<file path="src/rtl/cpu_bet_executor.sv">
// CPU bet executor: waits a think delay, re-validates the suggested action against
// latched stack/bet values, degrades it when illegal, and registers the resulting chips.
module cpu_bet_executor #(
  parameter int BB           = 200,
  parameter int THINK_CYCLES = 3,
  parameter int CNT_W        = 8
) (
  input  logic        clk,
  input  logic        reset,
  input  logic        start,
  input  logic [2:0]  action,
  input  logic [14:0] cpumoney,
  input  logic [14:0] playermoney,
  input  logic [14:0] computerBet,
  input  logic [14:0] playerBet,
  input  logic [15:0] pot_in,
  output logic        busy,
  output logic        done,
  output logic [14:0] cpumoney_out,
  output logic [14:0] computerBet_out,
  output logic [15:0] pot_out,
  output logic [2:0]  applied_action,
  output logic        fold,
  output logic        allin,
  output logic        err
);

  typedef enum logic [1:0] {IDLE, THINK, APPLY, DONE} state_t;

  typedef struct packed {
    logic [2:0]  act;
    logic [14:0] add;
  } res_t;

  localparam logic [2:0]  ACT_CHECK = 3'd0;
  localparam logic [2:0]  ACT_CALL  = 3'd1;
  localparam logic [2:0]  ACT_ALLIN = 3'd5;
  localparam logic [2:0]  ACT_FOLD  = 3'd6;
  localparam logic [14:0] TGT_2BB   = 15'(2 * BB);
  localparam logic [14:0] TGT_4BB   = 15'(4 * BB);
  localparam logic [14:0] TGT_6BB   = 15'(6 * BB);
  localparam logic [CNT_W-1:0] CNT_INIT =
    CNT_W'((THINK_CYCLES > 0) ? (THINK_CYCLES - 1) : 0);
  localparam bit HAS_THINK = (THINK_CYCLES > 0);

  // Call resolution; also the fallback for any raise that fails validation.
  function automatic res_t call_res(input logic [14:0] diff, input logic [14:0] cm);
    res_t r;
    if (diff == 15'd0) begin
      r.act = ACT_CHECK;
      r.add = 15'd0;
    end else if (diff < cm) begin
      r.act = ACT_CALL;
      r.add = diff;
    end else begin
      r.act = ACT_ALLIN;
      r.add = cm;
    end
    return r;
  endfunction

  function automatic res_t resolve(input logic [2:0]  a,
                                   input logic [14:0] cm,
                                   input logic [14:0] pm,
                                   input logic [14:0] cb,
                                   input logic [14:0] pb);
    res_t        r;
    logic [14:0] diff;
    logic [14:0] tgt;
    logic [14:0] radd;
    diff = (pb > cb) ? (pb - cb) : 15'd0;
    tgt  = (a == 3'd2) ? TGT_2BB : ((a == 3'd3) ? TGT_4BB : TGT_6BB);
    radd = tgt - cb;
    r.act = ACT_FOLD;
    r.add = 15'd0;
    case (a)
      3'd0: begin
        if (diff == 15'd0) r.act = ACT_CHECK;
      end
      3'd1: r = call_res(diff, cm);
      3'd2, 3'd3, 3'd4: begin
        if ((pb < tgt) && (cb < tgt) && (radd < cm) && (pm != 15'd0)) begin
          r.act = a;
          r.add = radd;
        end else begin
          r = call_res(diff, cm);
        end
      end
      3'd5: begin
        r.act = ACT_ALLIN;
        r.add = cm;
      end
      default: ;
    endcase
    return r;
  endfunction

  state_t            state_q, state_d;
  logic [CNT_W-1:0]  cnt_q, cnt_d;

  logic [2:0]  act_q;
  logic [14:0] cm_q, pm_q, cb_q, pb_q;
  logic [15:0] pot_q;

  logic [14:0] cmo_q, cmo_d;
  logic [14:0] cbo_q, cbo_d;
  logic [15:0] poto_q, poto_d;
  logic [2:0]  app_q, app_d;
  logic        fold_q, fold_d;
  logic        allin_q, allin_d;
  logic        err_q, err_d;
  res_t        res;

  always_comb begin
    state_d = state_q;
    cnt_d   = cnt_q;
    case (state_q)
      IDLE: begin
        if (start) begin
          if (HAS_THINK) begin
            state_d = THINK;
            cnt_d   = CNT_INIT;
          end else begin
            state_d = APPLY;
          end
        end
      end
      THINK: begin
        if (cnt_q == '0) state_d = APPLY;
        else             cnt_d   = cnt_q - 1'b1;
      end
      APPLY:   state_d = DONE;
      default: state_d = IDLE;
    endcase
  end

  always_comb begin
    res     = resolve(act_q, cm_q, pm_q, cb_q, pb_q);
    cmo_d   = cm_q - res.add;
    cbo_d   = cb_q + res.add;
    poto_d  = pot_q + {1'b0, res.add};
    app_d   = res.act;
    fold_d  = (res.act == ACT_FOLD);
    allin_d = (cmo_d == 15'd0) && (res.add != 15'd0);
    err_d   = (res.act != act_q);
  end

  always_ff @(posedge clk) begin
    if (reset) begin
      state_q <= IDLE;
      cnt_q   <= '0;
      cmo_q   <= '0;
      cbo_q   <= '0;
      poto_q  <= '0;
      app_q   <= '0;
      fold_q  <= 1'b0;
      allin_q <= 1'b0;
      err_q   <= 1'b0;
    end else begin
      state_q <= state_d;
      cnt_q   <= cnt_d;
      if (state_q == APPLY) begin
        cmo_q   <= cmo_d;
        cbo_q   <= cbo_d;
        poto_q  <= poto_d;
        app_q   <= app_d;
        fold_q  <= fold_d;
        allin_q <= allin_d;
        err_q   <= err_d;
      end
    end
  end

  // Operand snapshot: only taken when a request is accepted from IDLE.
  always_ff @(posedge clk) begin
    if ((state_q == IDLE) && start) begin
      act_q <= action;
      cm_q  <= cpumoney;
      pm_q  <= playermoney;
      cb_q  <= computerBet;
      pb_q  <= playerBet;
      pot_q <= pot_in;
    end
  end

  assign busy            = (state_q != IDLE);
  assign done            = (state_q == DONE);
  assign cpumoney_out    = cmo_q;
  assign computerBet_out = cbo_q;
  assign pot_out         = poto_q;
  assign applied_action  = app_q;
  assign fold            = fold_q;
  assign allin           = allin_q;
  assign err             = err_q;

endmodule

</file>
<file path="config.mk">
export PLATFORM = sky130hd
export DESIGN_NAME = cpu_bet_executor
export DESIGN_NICKNAME = d
export VERILOG_FILES = /design/src/rtl/cpu_bet_executor.sv
export SDC_FILE = /design/constraint.sdc
export NUM_CORES = 1
export LEC_CHECK = 0
export CAP_MARGIN = 20
export CORE_AREA = 2 2 137 139
export CTS_CLUSTER_DIAMETER = 80
export CTS_CLUSTER_SIZE = 30
export DETAILED_ROUTE_END_ITERATION = 8
export DIE_AREA = 0 0 139 141
export PLACE_DENSITY = 0.78
export SETUP_SLACK_MARGIN = 0.5
export SLEW_MARGIN = 40
export SYNTH_ARGS = -nofsm -noshare
export SYNTH_HDL_FRONTEND = slang
export SYNTH_SLANG_ARGS = --single-unit
export TNS_END_PERCENT = 20
</file>
<file path="constraint.sdc">
create_clock -name clk -period 10.8 [get_ports clk]
set_clock_uncertainty 0.2 [all_clocks]
set_input_delay 1.08 -clock clk [delete_from_list [all_inputs] [get_ports clk]]
set_output_delay 1.08 -clock clk [all_outputs]
set_load 0.01 [all_outputs]
</file>
# Word level (Yosys, flattened, before mapping)
# Index checks and enable logic that the tools add are counted.
[word_totals] wordCells=71 regBits=141 out_inout_bits=54 input_bits=82
[classes] eq_ne=13 reduce_logical=17 n_mux=15 n_addsub=6 order_cmp=5
[op_table] operator="$mux W18" count=3
[op_table] operator="$pmux W15 S3" count=1
[op_table] operator="$logic_not A15 Y1" count=2
[op_table] operator="$lt A15 B11 Y1" count=2
[op_table] operator="$lt A15 B15 Y1" count=2
[op_table] operator="$reduce_bool A15 Y1" count=2
[op_table] operator="$sub A15 B15 Y15" count=2
[op_table] operator="$mux W11" count=2
[op_table] operator="$add A16 B15 Y16" count=1
[op_table] operator="$mux W8" count=2
[op_table] operator="$pmux W8 S2" count=1
[op_table] operator="$add A15 B15 Y15" count=1
[op_table] operator="$gt A15 B15 Y1" count=1
[op_table] operator="$mux W15" count=1
[op_table] operator="$sub A11 B15 Y15" count=1
[op_table] operator="$pmux W3 S4" count=1
[op_table] operator="$eq A3 B3 Y1 const B" count=3
[op_table] operator="$logic_not A8 Y1" count=1
[op_table] operator="$sub A8 B1 Y8 const B" count=1
[op_table] operator="$eq A3 B2 Y1 const B" count=2
[op_table] operator="$ne A2 B2 Y1 const B" count=3
[op_table] operator="$pmux W2 S3" count=1
[op_table] operator="$logic_and A1 B1 Y1" count=5
[op_table] operator="$eq A2 B2 Y1 const B" count=2
[op_table] operator="other kinds (11)" count=13

# Longest topological paths before layout
[logic_depth] depth_word=12 depth_mapped=36 depth_no_buf=33

# Worst setup path after synthesis
# OpenSTA, ideal clock, no wires.
[synth_timing] path_kind="reg2reg" from="register act_q[2]" to="register allin_q, in the netlist allin" period_less_slack_ns=7.579 n_path_buf=2 t_arrival_ns=7.313 required_time_ns=10.534 slack_ns=3.221 path_stages_with_launch=32 setup_ns=0.066 path_cell_list="edfxtp_1 nor2b_1 clkbuf_1 nand2_1 ha_1 nor2b_1 a22oi_1 a211oi_1 o21ai_0 xnor2_1 ha_1 or4_1 a221oi_2 nand4_1 or4_4 o22ai_2 and2_4 a211oi_2 or2_4 buf_2 a221oi_2 ha_1 nor2b_1 o31a_1 o41a_1 a21oi_1 xnor2_1 nor4_1 nand4_1 or4b_1 o311a_1 a21oi_2"
[synth_between] elab_chain_len=12 word_cells_on_any_way=21 cone_classes="2 x add/sub; 3 x order compare; 5 x eq/ne; 4 x mux; 7 x reduce/logical"
[synth_lines] item="start: declaration" line="101" rtl="logic [2:0] act_q;"
[synth_lines] item="start signal: assignment" line="177" rtl="act_q <= action;"
[synth_lines] item="$eq A3 B2 Y1" line="72, 76"
[synth_lines] item="$mux W11 (2 in series)" line="72" rtl="tgt = (a == 3'd2) ? TGT_2BB : ((a == 3'd3) ? TGT_4BB : TGT_6BB);"
[synth_lines] item="$sub A11 B15 Y15 or $lt A15 B11 Y1 (tied branches)" line="73, 82"
[synth_lines] item="$lt A15 B15 Y1 or $logic_and A1 B1 Y1 (tied branches)" line="82" rtl="if ((pb < tgt) && (cb < tgt) && (radd < cm) && (pm != 15'd0)) begin"
[synth_lines] item="$logic_and A1 B1 Y1 (2 in series)" line="82"
[synth_lines] item="$mux W18" line="82"
[synth_lines] item="$pmux W15 S3 (*)" line="76" rtl="case (a)"
[synth_lines] item="$sub A15 B15 Y15" line="139" rtl="cmo_d = cm_q - res.add;"
[synth_lines] item="$logic_not A15 Y1" line="144" rtl="allin_d = (cmo_d == 15'd0) && (res.add != 15'd0);"
[synth_lines] item="$logic_and A1 B1 Y1 (*)" line="144"
[synth_lines] item="end signal: assignment" line="168" rtl="allin_q <= allin_d;"
[synth_lines] item="end: declaration" line="110" rtl="logic allin_q, allin_d;"
# Mark *: on every way between the ends. The rest lies on a longest branch, timed or not.
# A chain may end at the register's enable or synchronous reset.

# Worst setup path after layout
# Same ends and word-level chain as after synthesis.

==> metrics.yaml <==
vias: 8253
clock_latency_ps: 420
synth.distinct_cells: 86
path_max_fanout: 13
tns_ps: 0
maxCapViolCount: 0
cts_tree: "yes"
portBuffers: 135
synth.cell_area_um2: 9750
setup.worst_path.start: "act_q[2]$_DFFE_PP_"
clockRootBuffer: "clkbuf_16"
pwr_density_cell_nw_per_um2: 339
wl_um: 25800
drc_errors: 0
antenna-diode-count: 0
row_count: 50
grt_pass1_wl_um: 40800
hold_slack_ps: 267
cts-buffers-inserted: 17
synth_warnings: 0
seq_power_share_pct: 21.7
drtPass1Iterations: 5
slowest_delay_ps: 660
maxClockFrequency_ghz: 0.115
worst_pin_slew_ps: 876
rr_endpoint: "allin$_SDFFE_PP0P_"
combPwrFrac_pct: 64.3
avgViaCountPerCell: 5.89
grt_overflow_total: 0
drive_gt1_share_pct: 6.86
post-route-period-util_pct: 80.8
grt_max_degree: 80
hp-class: "register to register"
hold_depth: 2
hold_viol: 0
synth.avg_cell_area_um2: 9.50
antenna_found_initial: 0
clk_path_buf_depth: 2
synth-edff-count: 79
holdPathEnd: "fold$_SDFFE_PP0P_"
setup_viol: 0
dieArea_um2: 19600
routabilityCongestion: 1.03
hold_start: "fold$_SDFFE_PP0P_"
multi_input_area_um2: 5710
drt_iter0_drc: 694
antenna_left: 0
power.internal_uw: 2160
relSlewSlack_pct: 41.5
crit_top_cell: "ha_1"
slowest_stage: "a2111oi_0"
fp.dieH_um: 141
fill_cells: 1492
r2r_start: "act_q[2]$_DFFE_PP_"
io_pins: 136
syn2layout_area_growth_pct: 21.6
ir_worst_vdd_v: 0.000234
regArea_um2: 3610
p_leak_uw: 0.00479
critPathRequiredTime_ps: 10960
fin_nets: 1344
dp_hpwl_um: 19900
reg2reg_slack_ps: 2080
power.share.clock_pct: 14.0
seq_area_frac_synth_pct: 37.1
post-cts-setup-buffer-count: 0
synth_fp_nets: 1216
crit_type: "register to register"
p_sw_share_pct: 46.1
synthCells: 1026
grt_usage_pct: 26.4
rsz0062_at_grt: "no"
slew_violations: 0
ys.flop_type: "edfxtp_1"
startpoint_type: "register"
period_needed_ps: 8720
end_kind: "register"
cts_sinks: 141
cts_hold_buf: 0
coreArea_um2: 18300
switchingPower_uw: 1850
ys_ff_latch: 141
wire_per_inst_um: 18.4
h-tree-depth: 4
grt_pass1_vias: 7815
status: "finished, final reports clean"
async_reset_ff_share_pct: 0
post_cts_resized: 0
start_util_pct: 53.4
worst-endpoint-arrival_ps: 8880
worstRegToRegCells: 29
fp.dieW_um: 139
cts.clk_slew.worst_paths_ps: 70
power groups by stage:
stage	Combinational (uW)	Clock, uW	Sequential (uW)
floorplan	1880	0	871
global placement	2480	0	879
detailed placement	2530	0	880
CTS	2560	568	872
global route	2860	595	888
finish	2580	561	874
kinds of logic after synthesis:
group	share of synthesized area, %
fa+ha+maj	14.2
xor+xnor	5.12
simple gates	17.0
buf+inv	4.36
mux	3.31
flops	37.1
compound gates	18.9
per-stage QoR:
stage	cells	utilization, %	worst slack [ps]	power (uW)	area (um2)
after global routing	1401	64.9	1540	4350	11900
after CTS	1401	64.9	2140	4000	11900
after floorplan	1026	-	3220	2750	9750
after global placement	1369	61.8	2350	3350	11300
after detailed placement	1369	61.8	2170	3410	11300
final	1401	64.9	2080	4020	11900
layout make-up:
| class | count | area share (%) |
|---|---|---|
| Inverter | 79 | 2.50 |
| Multi-Input combinational cell | 777 | 48.2 |
| Clock inverter | 15 | 1.18 |
| Timing Repair Buffer | 138 | 11.6 |
| Sequential cell | 141 | 30.5 |
| Clock buffer | 17 | 3.59 |
| Tap cell | 234 | 2.47 |
cell usage in the layout (no fill, tap or decap), types with 9 or more instances in the layout:
cell	synthesis	routed
nand4_1	14	14
dfxtp_1	62	62
and2_1	18	18
a21o_1	25	25
ha_1	104	103
clkdlybuf4s50_1	0	134
nor2b_1	19	19
nor4_1	10	10
o21ai_0	45	45
o21a_1	12	12
mux2i_1	30	30
xnor2_1	39	39
clkbuf_16	0	17
nand2b_1	11	11
a211oi_1	16	16
nand3_1	13	13
nor3_1	34	34
inv_1	78	76
a221oi_2	9	9
xor2_1	18	18
nor2_1	112	111
edfxtp_1	79	79
nand2_1	48	48
o211ai_1	10	10
a21oi_1	70	70
metal layers:
| metal | vias up | routed length [um] | track usage (%) |
|---|---|---|---|
| met5 | - | 0 | 0 |
| met4 | 0 | 703 | 8.83 |
| met3 | 53 | 1540 | 4.45 |
| met2 | 296 | 12200 | 43.5 |
| met1 | 3865 | 11400 | 35.4 |
| li1 | 4039 | - | - |
flip-flops by register name, indices dropped and copies added, names as in the netlist:
register         cells
pot_out             16
pot_q               16
cb_q                15
cm_q                15
computerBet_out     15
cpumoney_out        15
pb_q                15
pm_q                15
cnt_q                8
act_q                3
applied_action       3
state_q              2
allin                1
err                  1
fold                 1
cell usage after synthesis (16+ instances only):
master    instances  area (um2)
inv_1            78         293
edfxtp_1         79        2370
mux2i_1          30         300
and2_1           18         113
xor2_1           18         158
ha_1            104        1300
clkbuf_1         21        78.8
a21oi_1          70         350
o21ai_0          45         225
xnor2_1          39         342
a21o_1           25         188
nor2b_1          19         119
nor2_1          112         420
a211oi_1         16         120
nor3_1           34         170
nand2_1          48         180
dfxtp_1          62        1240
how the worst max path moves through the flow:
stage | to | slack [ps]
after floorplan | allin$_SDFFE_PP0P_ | 3220
after global placement | allin$_SDFFE_PP0P_ | 2350
after detailed placement | allin$_SDFFE_PP0P_ | 2170
after CTS | allin$_SDFFE_PP0P_ | 2140
after global routing | pot_out[15]$_SDFFE_PP0P_ | 1540
final | allin$_SDFFE_PP0P_ | 2080
critical path, delay by kind of cell (launching register included):
family,cells,cell delay [ps]
AO/OA/AOI/OAI,10,2720
adder cells (fa/ha/maj),3,990
AND/OR/NAND/NOR,14,3960
XOR/XNOR,2,240
flip-flops,1,540
No activity file was read; power rests on OpenSTA's default activity.
==> RTL edit (same flow settings) <==
Register the outputs `busy` and `done`, without a reset; this adds one clock of latency there. The other outputs are not delayed to match.
--- a/src/rtl/cpu_bet_executor.sv
+++ b/src/rtl/cpu_bet_executor.sv
@@ -184,6 +184,8 @@
   end
 
-  assign busy            = (state_q != IDLE);
-  assign done            = (state_q == DONE);
+  always_ff @(posedge clk) begin
+    busy <= (state_q != IDLE);
+    done <= (state_q == DONE);
+  end
   assign cpumoney_out    = cmo_q;
   assign computerBet_out = cbo_q;
Function: changed (Yosys sat finds a counterexample within 4 cycles, from zero or initial values and one cycle with reset high).
==> RTL edit against the original RTL <==
Core utilization is 1.2 points lower; power is 17% lower; setup slack worse by 0.19 ns; die area stayed put; critical path depth is 1 higher; wire length is 0.89% lower; final area is 1.9% lower; largest power group unchanged; sequential cell count is 2 higher; area after synthesis is 2.7% lower; worst hold slack better by 0.0051 ns.
==> RTL edit: results (changes against the original RTL) <==
met3 Use GR=5.061% (was 4.450%); All-Layer GR Usage=26.16% (was 26.36%); post-synthesis sequential area ratio=38.51% (was 37.07%); slowest stage delay, CP=0.68 ns (was 0.66 ns); Synth area leaders=edfxtp_1 (25%), ha_1 (14%), dfxtp_1 (14%) (was edfxtp_1 (24%), ha_1 (13%), dfxtp_1 (13%)); met3 WL=1.580 mm (was 1.537 mm); fraction of cell area in non-clock buffers=12.00% (was 11.60%); initial DRC count=662 (was 694); via count=8042 (was 8253); CP arrival=9.05 ns (was 8.88 ns); GPL Wtd Cong=0.9684 (was 1.035); Slew headroom=47.70% (was 41.50%); wl on met1=11.44 mm (about the same); Distinct cells, synth=82 (was 86); Logic pwr share=57.4% (was 64.3%); multi-input logic area=5408 µm² (was 5713 µm²); vias in the first global route=7708 (was 7815); DPL Wire Length=19.93 mm (was 19.91 mm); sw frac=44.33% (was 46.14%); status=completed (unchanged); power of the sequential group=0.861 mW (was 0.874 mW); global-route wire length before repair=40.76 mm (was 40.75 mm); synth-to-layout area growth=22.59% (was 21.64%); Seq/total area=31.41% (was 30.48%); LEAKAGE=4.717 nW (was 4.792 nW); Clock buf/inv share=4.820% (was 4.770%); Mean Syn Cell Area=9.582 µm² (was 9.500 µm²); largest net degree at the start of global routing=74 (was 80); most frequent cells after synthesis=nor2_1 (122), ha_1 (104), inv_1 (84) (was nor2_1 (112), ha_1 (104), edfxtp_1 (79)); Final Non-Filler Cells=1369 (was 1401); synthesized flop and latch total=143 (was 141)
-- RTL edit: cell types whose count changed after synthesis, moves of 7 or more --
cell,delta
nor2_1,+10
a21oi_1,-10
nand3b_1,+7
o21ai_0,-13
nand4_1,-7
nor2b_1,-9
or4_1,+8
and2_1,-11
nor3_1,-12
a221oi_2,-9
nand3_1,+8
a31oi_1,+11
o31ai_1,+7
-- RTL edit: path summary, 6_finish.rpt --
path / start / endpoint / slack, ns / cells after the start
min: computerBet_out[10]$_SDFFE_PP0P_ / computerBet_out[10]$_SDFFE_PP0P_ / 0.27 / 2
min reg2reg: computerBet_out[10]$_SDFFE_PP0P_ / computerBet_out[10]$_SDFFE_PP0P_ / 0.27 / 2
max: act_q[1]$_DFFE_PP_ / allin$_SDFFE_PP0P_ / 1.89 / 30
max reg2reg: act_q[1]$_DFFE_PP_ / allin$_SDFFE_PP0P_ / 1.89 / 30
